[src/rtl/opsg_cmd_writer.sv]
// Host-side write master for the opsg core: buffers register-update requests in a FIFO
// and serialises each into PSG latch/data bytes with programmable n_wr strobe timing.
module opsg_cmd_writer #(
  parameter int TONE_WIDTH = 10,
  parameter int WR_PULSE   = 2,
  parameter int WR_GAP     = 4,
  parameter int FIFO_DEPTH = 4
) (
  input  logic                          clk,
  input  logic                          n_rst,
  input  logic                          req_valid,
  output logic                          req_ready,
  input  logic [2:0]                    req_reg,
  input  logic [TONE_WIDTH-1:0]         req_value,
  output logic                          n_wr,
  output logic [7:0]                    data,
  output logic                          busy,
  output logic [$clog2(FIFO_DEPTH):0]   fifo_count
);

  localparam int AW      = $clog2(FIFO_DEPTH);
  localparam int EW      = 3 + TONE_WIDTH;
  localparam int CNT_MAX = (WR_PULSE > WR_GAP) ? WR_PULSE : WR_GAP;
  localparam int CW      = $clog2(CNT_MAX + 1);

  localparam logic [CW-1:0] PULSE_LOAD = CW'(WR_PULSE - 1);
  localparam logic [CW-1:0] GAP_LOAD   = CW'(WR_GAP - 1);
  localparam logic [AW:0]   FULL_CNT   = (AW + 1)'(FIFO_DEPTH);

  typedef enum logic [1:0] {
    S_IDLE,
    S_SETUP,
    S_STROBE,
    S_HOLD
  } state_t;

  // ---------------- request FIFO ----------------
  logic [EW-1:0] mem_q [FIFO_DEPTH];
  logic [AW-1:0] wr_ptr_q, wr_ptr_d;
  logic [AW-1:0] rd_ptr_q, rd_ptr_d;
  logic [AW:0]   count_q, count_d;
  logic          ready_en_q;
  logic          full, empty, push, pop;
  logic [EW-1:0] head;
  logic [2:0]    head_reg;
  logic [TONE_WIDTH-1:0] head_val;

  assign full      = (count_q == FULL_CNT);
  assign empty     = (count_q == '0);
  assign req_ready = ready_en_q && !full;
  assign push      = req_valid && req_ready;
  assign head      = mem_q[rd_ptr_q];
  assign head_reg  = head[EW-1 -: 3];
  assign head_val  = head[TONE_WIDTH-1:0];

  always_comb begin
    wr_ptr_d = wr_ptr_q;
    rd_ptr_d = rd_ptr_q;
    count_d  = count_q;
    if (push) wr_ptr_d = wr_ptr_q + 1'b1;
    if (pop)  rd_ptr_d = rd_ptr_q + 1'b1;
    case ({push, pop})
      2'b10:   count_d = count_q + 1'b1;
      2'b01:   count_d = count_q - 1'b1;
      default: count_d = count_q;
    endcase
  end

  always_ff @(posedge clk or negedge n_rst) begin
    if (!n_rst) begin
      wr_ptr_q   <= '0;
      rd_ptr_q   <= '0;
      count_q    <= '0;
      ready_en_q <= 1'b0;
    end else begin
      wr_ptr_q   <= wr_ptr_d;
      rd_ptr_q   <= rd_ptr_d;
      count_q    <= count_d;
      ready_en_q <= 1'b1;
    end
  end

  // Storage needs no reset: occupancy alone decides what is valid.
  always_ff @(posedge clk) begin
    if (push) mem_q[wr_ptr_q] <= {req_reg, req_value};
  end

  // ---------------- byte encoding ----------------
  function automatic logic [7:0] latch_byte(input logic [2:0] r, input logic [TONE_WIDTH-1:0] v);
    if (r == 3'd6) return {1'b1, 3'b110, 1'b0, v[2:0]};
    else           return {1'b1, r, v[3:0]};
  endfunction

  function automatic logic is_tone(input logic [2:0] r);
    return !r[0] && (r != 3'd6);
  endfunction

  function automatic logic [7:0] data_byte(input logic [TONE_WIDTH-1:0] v);
    return {2'b00, v[9:4]};
  endfunction

  // ---------------- strobe FSM ----------------
  state_t        state_q, state_d;
  logic [CW-1:0] cnt_q, cnt_d;
  logic [7:0]    data_q, data_d;
  logic [7:0]    pend_byte_q, pend_byte_d;
  logic          pend_q, pend_d;
  logic          n_wr_q, n_wr_d;

  always_comb begin
    state_d     = state_q;
    cnt_d       = cnt_q;
    data_d      = data_q;
    pend_d      = pend_q;
    pend_byte_d = pend_byte_q;
    n_wr_d      = 1'b1;
    pop         = 1'b0;
    case (state_q)
      S_IDLE: begin
        if (!empty) begin
          pop         = 1'b1;
          data_d      = latch_byte(head_reg, head_val);
          pend_d      = is_tone(head_reg);
          pend_byte_d = data_byte(head_val);
          state_d     = S_SETUP;
        end
      end
      S_SETUP: begin
        state_d = S_STROBE;
        cnt_d   = PULSE_LOAD;
        n_wr_d  = 1'b0;
      end
      S_STROBE: begin
        if (cnt_q == '0) begin
          state_d = S_HOLD;
          cnt_d   = GAP_LOAD;
        end else begin
          cnt_d  = cnt_q - 1'b1;
          n_wr_d = 1'b0;
        end
      end
      S_HOLD: begin
        if (cnt_q != '0) begin
          cnt_d = cnt_q - 1'b1;
        end else if (pend_q) begin
          // Second byte of a tone write goes out before any further pop.
          data_d  = pend_byte_q;
          pend_d  = 1'b0;
          state_d = S_SETUP;
        end else if (!empty) begin
          pop         = 1'b1;
          data_d      = latch_byte(head_reg, head_val);
          pend_d      = is_tone(head_reg);
          pend_byte_d = data_byte(head_val);
          state_d     = S_SETUP;
        end else begin
          state_d = S_IDLE;
        end
      end
      default: state_d = S_IDLE;
    endcase
  end

  always_ff @(posedge clk or negedge n_rst) begin
    if (!n_rst) begin
      state_q     <= S_IDLE;
      cnt_q       <= '0;
      data_q      <= 8'h00;
      pend_q      <= 1'b0;
      pend_byte_q <= 8'h00;
      n_wr_q      <= 1'b1;
    end else begin
      state_q     <= state_d;
      cnt_q       <= cnt_d;
      data_q      <= data_d;
      pend_q      <= pend_d;
      pend_byte_q <= pend_byte_d;
      n_wr_q      <= n_wr_d;
    end
  end

  assign n_wr       = n_wr_q;
  assign data       = data_q;
  assign busy       = !empty || (state_q != S_IDLE);
  assign fifo_count = count_q;

endmodule

[config.mk]
export PLATFORM = sky130hd
export DESIGN_NAME = opsg_cmd_writer
export DESIGN_NICKNAME = d
export VERILOG_FILES = /design/src/rtl/opsg_cmd_writer.sv
export SDC_FILE = /design/constraint.sdc
export NUM_CORES = 1
export LEC_CHECK = 0
export ABC_CLOCK_PERIOD_IN_PS = 7500
export CAP_MARGIN = 30
export CELL_PAD_IN_SITES_DETAIL_PLACEMENT = 2
export CELL_PAD_IN_SITES_GLOBAL_PLACEMENT = 2
export CORE_ASPECT_RATIO = 2
export CORE_MARGIN = 10
export CORE_UTILIZATION = 28
export CTS_BUF_LIST = sky130_fd_sc_hd__clkbuf_4 sky130_fd_sc_hd__clkbuf_8 sky130_fd_sc_hd__clkbuf_16
export DETAILED_ROUTE_END_ITERATION = 10
export GPL_TIMING_DRIVEN = 0
export PLACE_DENSITY_LB_ADDON = 0.1
export SETUP_SLACK_MARGIN = 0.02
export SKIP_LAST_GASP = 1
export SLEW_MARGIN = 20
export SYNTH_ARGS = -nofsm -noshare
export SYNTH_HDL_FRONTEND = slang
export SYNTH_SLANG_ARGS = --single-unit
[constraint.sdc]
create_clock -name clk -period 7.5 [get_ports clk]
set_clock_uncertainty 0.15 [all_clocks]
set_input_delay 1.5 -clock clk [delete_from_list [all_inputs] [get_ports clk]]
set_output_delay 1.5 -clock clk [all_outputs]
set_load 0.02 [all_outputs]
==> flow_summary.yaml <==
pwr:
  power_mw: 1.82
  cellPowerDensity_nw_per_um2: 433
  leakage_nw: 1.56
  vdd_drop_max_mv: 0.152
sta:
  setup_tns_ns: 0
  drv_slew: 0
  fmax_mhz: 271
  tightest_slew_ns: 0.778
  worst_slack_ns: 3.81
  finalCriticalPeriod_ns: 3.69
  relSlewSlack_pct: 48.1
  fin_crit_sh_pct: 49.1
  hold_violations: 0
  setup_viol: 0
  rsz0062_at_grt: "false"
  hold_ws_ns: 0.363
global_routing:
  grt_usage_pct: 9.34
  gr-total-overflow: 0
  grt_max_degree: 25
  grt_antenna_before_repair: 0
  grt_pass1_vias: 2182
  grt_pass1_wl_um: 12600
clocking:
  path_clk_slew_ns: 0.06
  cts_buffers: 9
  h-tree-depth: 3
  clock_latency_ns: 0.33
  cts_root_buf: "clkbuf_16"
  cts_setup_buffers: 0
  clk_path_buf_depth: 2
  hold_buffers: 0
  cts_tree: "done"
  cts.sinks: 81
  cts_resized: 0
critical_path:
  critPathKind: "register to output port"
  cp_data_required_time_ns: 5.85
  end_kind: "output port"
  cp_slowest_cell: "clkdlybuf4s50_1"
  arrival_ns: 2.04
  cp.buffers_inverters: 3
  cpPeakStageDelay_ns: 0.56
  cp_max_fo: 8
  critical_path.cell_chain: "inv_1 > ha_1 > clkbuf_1 > nand2_1 > clkdlybuf4s50_1"
  crit_family: "buffers and inverters"
  start_kind: "register"
cells_and_area:
  areaGrowthSynthToFinish_pct: 23.2
  utilization_pct: 34.8
  num-nets-final: 282
  design_area_um2: 4200
  drive_above_1_share_pct: 17.1
  final_cells: 405
  antenna_cells: 0
synth:
  synth_area_um2: 3410
  synthArstFlopShare_pct: 35.8
  yosys_warnings: 0
  ys_ff_latch: 81
  synth_area_per_cell_um2: 16.1
  synth.area.top_cells: "edfxtp_1 46%, dfrtp_1 21%, mux4_2 8.6%"
  synth_most_common_cell: "edfxtp_1"
  yosys.area.top_type: "edfxtp_1"
  synth_top_cell_area_share_pct: 45.8
  netlist_instances: 212
  ys_types: 44
  synth_edf_count: 52
  synth_common_cells: "52 x edfxtp_1, 28 x dfrtp_1, 17 x nor2_1, 14 x inv_1, 13 x mux4_2"
  yosysSeqAreaShare_pct: 67.1
  synthFlopType: "edfxtp_1"
  syn_nets: 241
placement:
  place_inst: 389
  place.gp.congestion: 0.684
  dpl_cell_area_um2: 3900
  io_buffers: 29
  hpwl_um: 5690
  place_ws_ns: 3.94
route:
  drc: 0
  drt_iter0_drc: 54
  via_count: 1908
  wl_um: 7720
  wl_per_cell_um: 19.1
  dr.pass1.iters: 4
  routed_via_density: 4.71
  antenna_left: 0
die:
  die_y_um: 176
  row_count: 57
  die_w_um: 98.0
  io_pins: 30
  coreArea_um2: 12100
  start_util_pct: 28.3
  dieArea_um2: 17300
outcome:
  outcome: "finished, final reports clean"
job:
  maxCapViolCount: 0
min_path:
  min-delay-path-class: "register to register"
## worst paths after layout
kind / slack (ns) / from / to / cells past startpoint
min in group asynchronous: 0.84 / n_rst / fifo_count[1] / 1
hold / removal: 0.36 / pend_byte_q[1] / pend_byte_q[1] / 1
setup / recovery: 3.81 / state_q[0] / busy / 5
setup reg to reg: 4.25 / state_q[0] / fifo_count[2] / 11
hold reg to reg: 0.36 / pend_byte_q[1] / pend_byte_q[1] / 1
max in group asynchronous: 5.90 / n_rst / n_wr / 2
## metal layers
layer  GRT usage (%)  share of wire (%)  up-vias
met4            3.65                1.5        0
met1            9.57                 38      985
met3            2.39                3.2        9
met5               0                  0        -
met2            17.4                 57       29
li1                -                  -      885
## registers in the layout (all words and copies together), names as in the netlist
signal,flops
cnt_q,3
data,8
fifo_count,3
mem_q,52
n_wr,1
pend_byte_q,6
pend_q,1
rd_ptr_q,2
ready_en_q,1
state_q,2
wr_ptr_q,2
## area by class of cell
cell class | instances | area [um^2]
Clock inverter | 7 | 76.3
Tap cell | 147 | 184
Sequential cell | 81 | 2290
Multi-Input combinational cell | 110 | 1030
Inverter | 14 | 52.6
Fill cell | 1217 | 7850
Clock buffer | 9 | 225
Buffer | 7 | 36.3
Timing Repair Buffer | 30 | 305
## placed cells by master, fill, tap and decap left out, types with 6 or more instances in the layout
cell | synthesis | final
edfxtp_1 | 52 | 52
dfrtp_1 | 28 | 28
clkdlybuf4s50_1 | 0 | 28
nor2_1 | 17 | 17
inv_1 | 14 | 14
mux4_2 | 13 | 13
ha_1 | 12 | 12
nand2_1 | 9 | 9
clkbuf_16 | 0 | 9
o21ai_0 | 6 | 6
## power by group
part | leakage (nW) | internal [mW] | switching [mW]
sequential | 0.808 | 0.592 | 0.0706
combinational | 0.609 | 0.333 | 0.379
clock | 0.142 | 0.260 | 0.185
## logic make-up (layout without fill, tap and decap cells)
kind of cell               count (synthesis)  after routing  share of synthesized area, %
DFF                                       81             81                          67.1
xor gates and xnor gates                   6              6                          1.54
AOI/OAI and AO/OA                         28             28                          6.02
adders and majority gates                 13             13                          4.99
muxes                                     21             21                          11.7
buffers and inverters                     21             67                          2.61
and+or+nand+nor                           41             41                          5.84
other                                      1              1                         0.110
No activity file was read; power rests on OpenSTA's default activity.
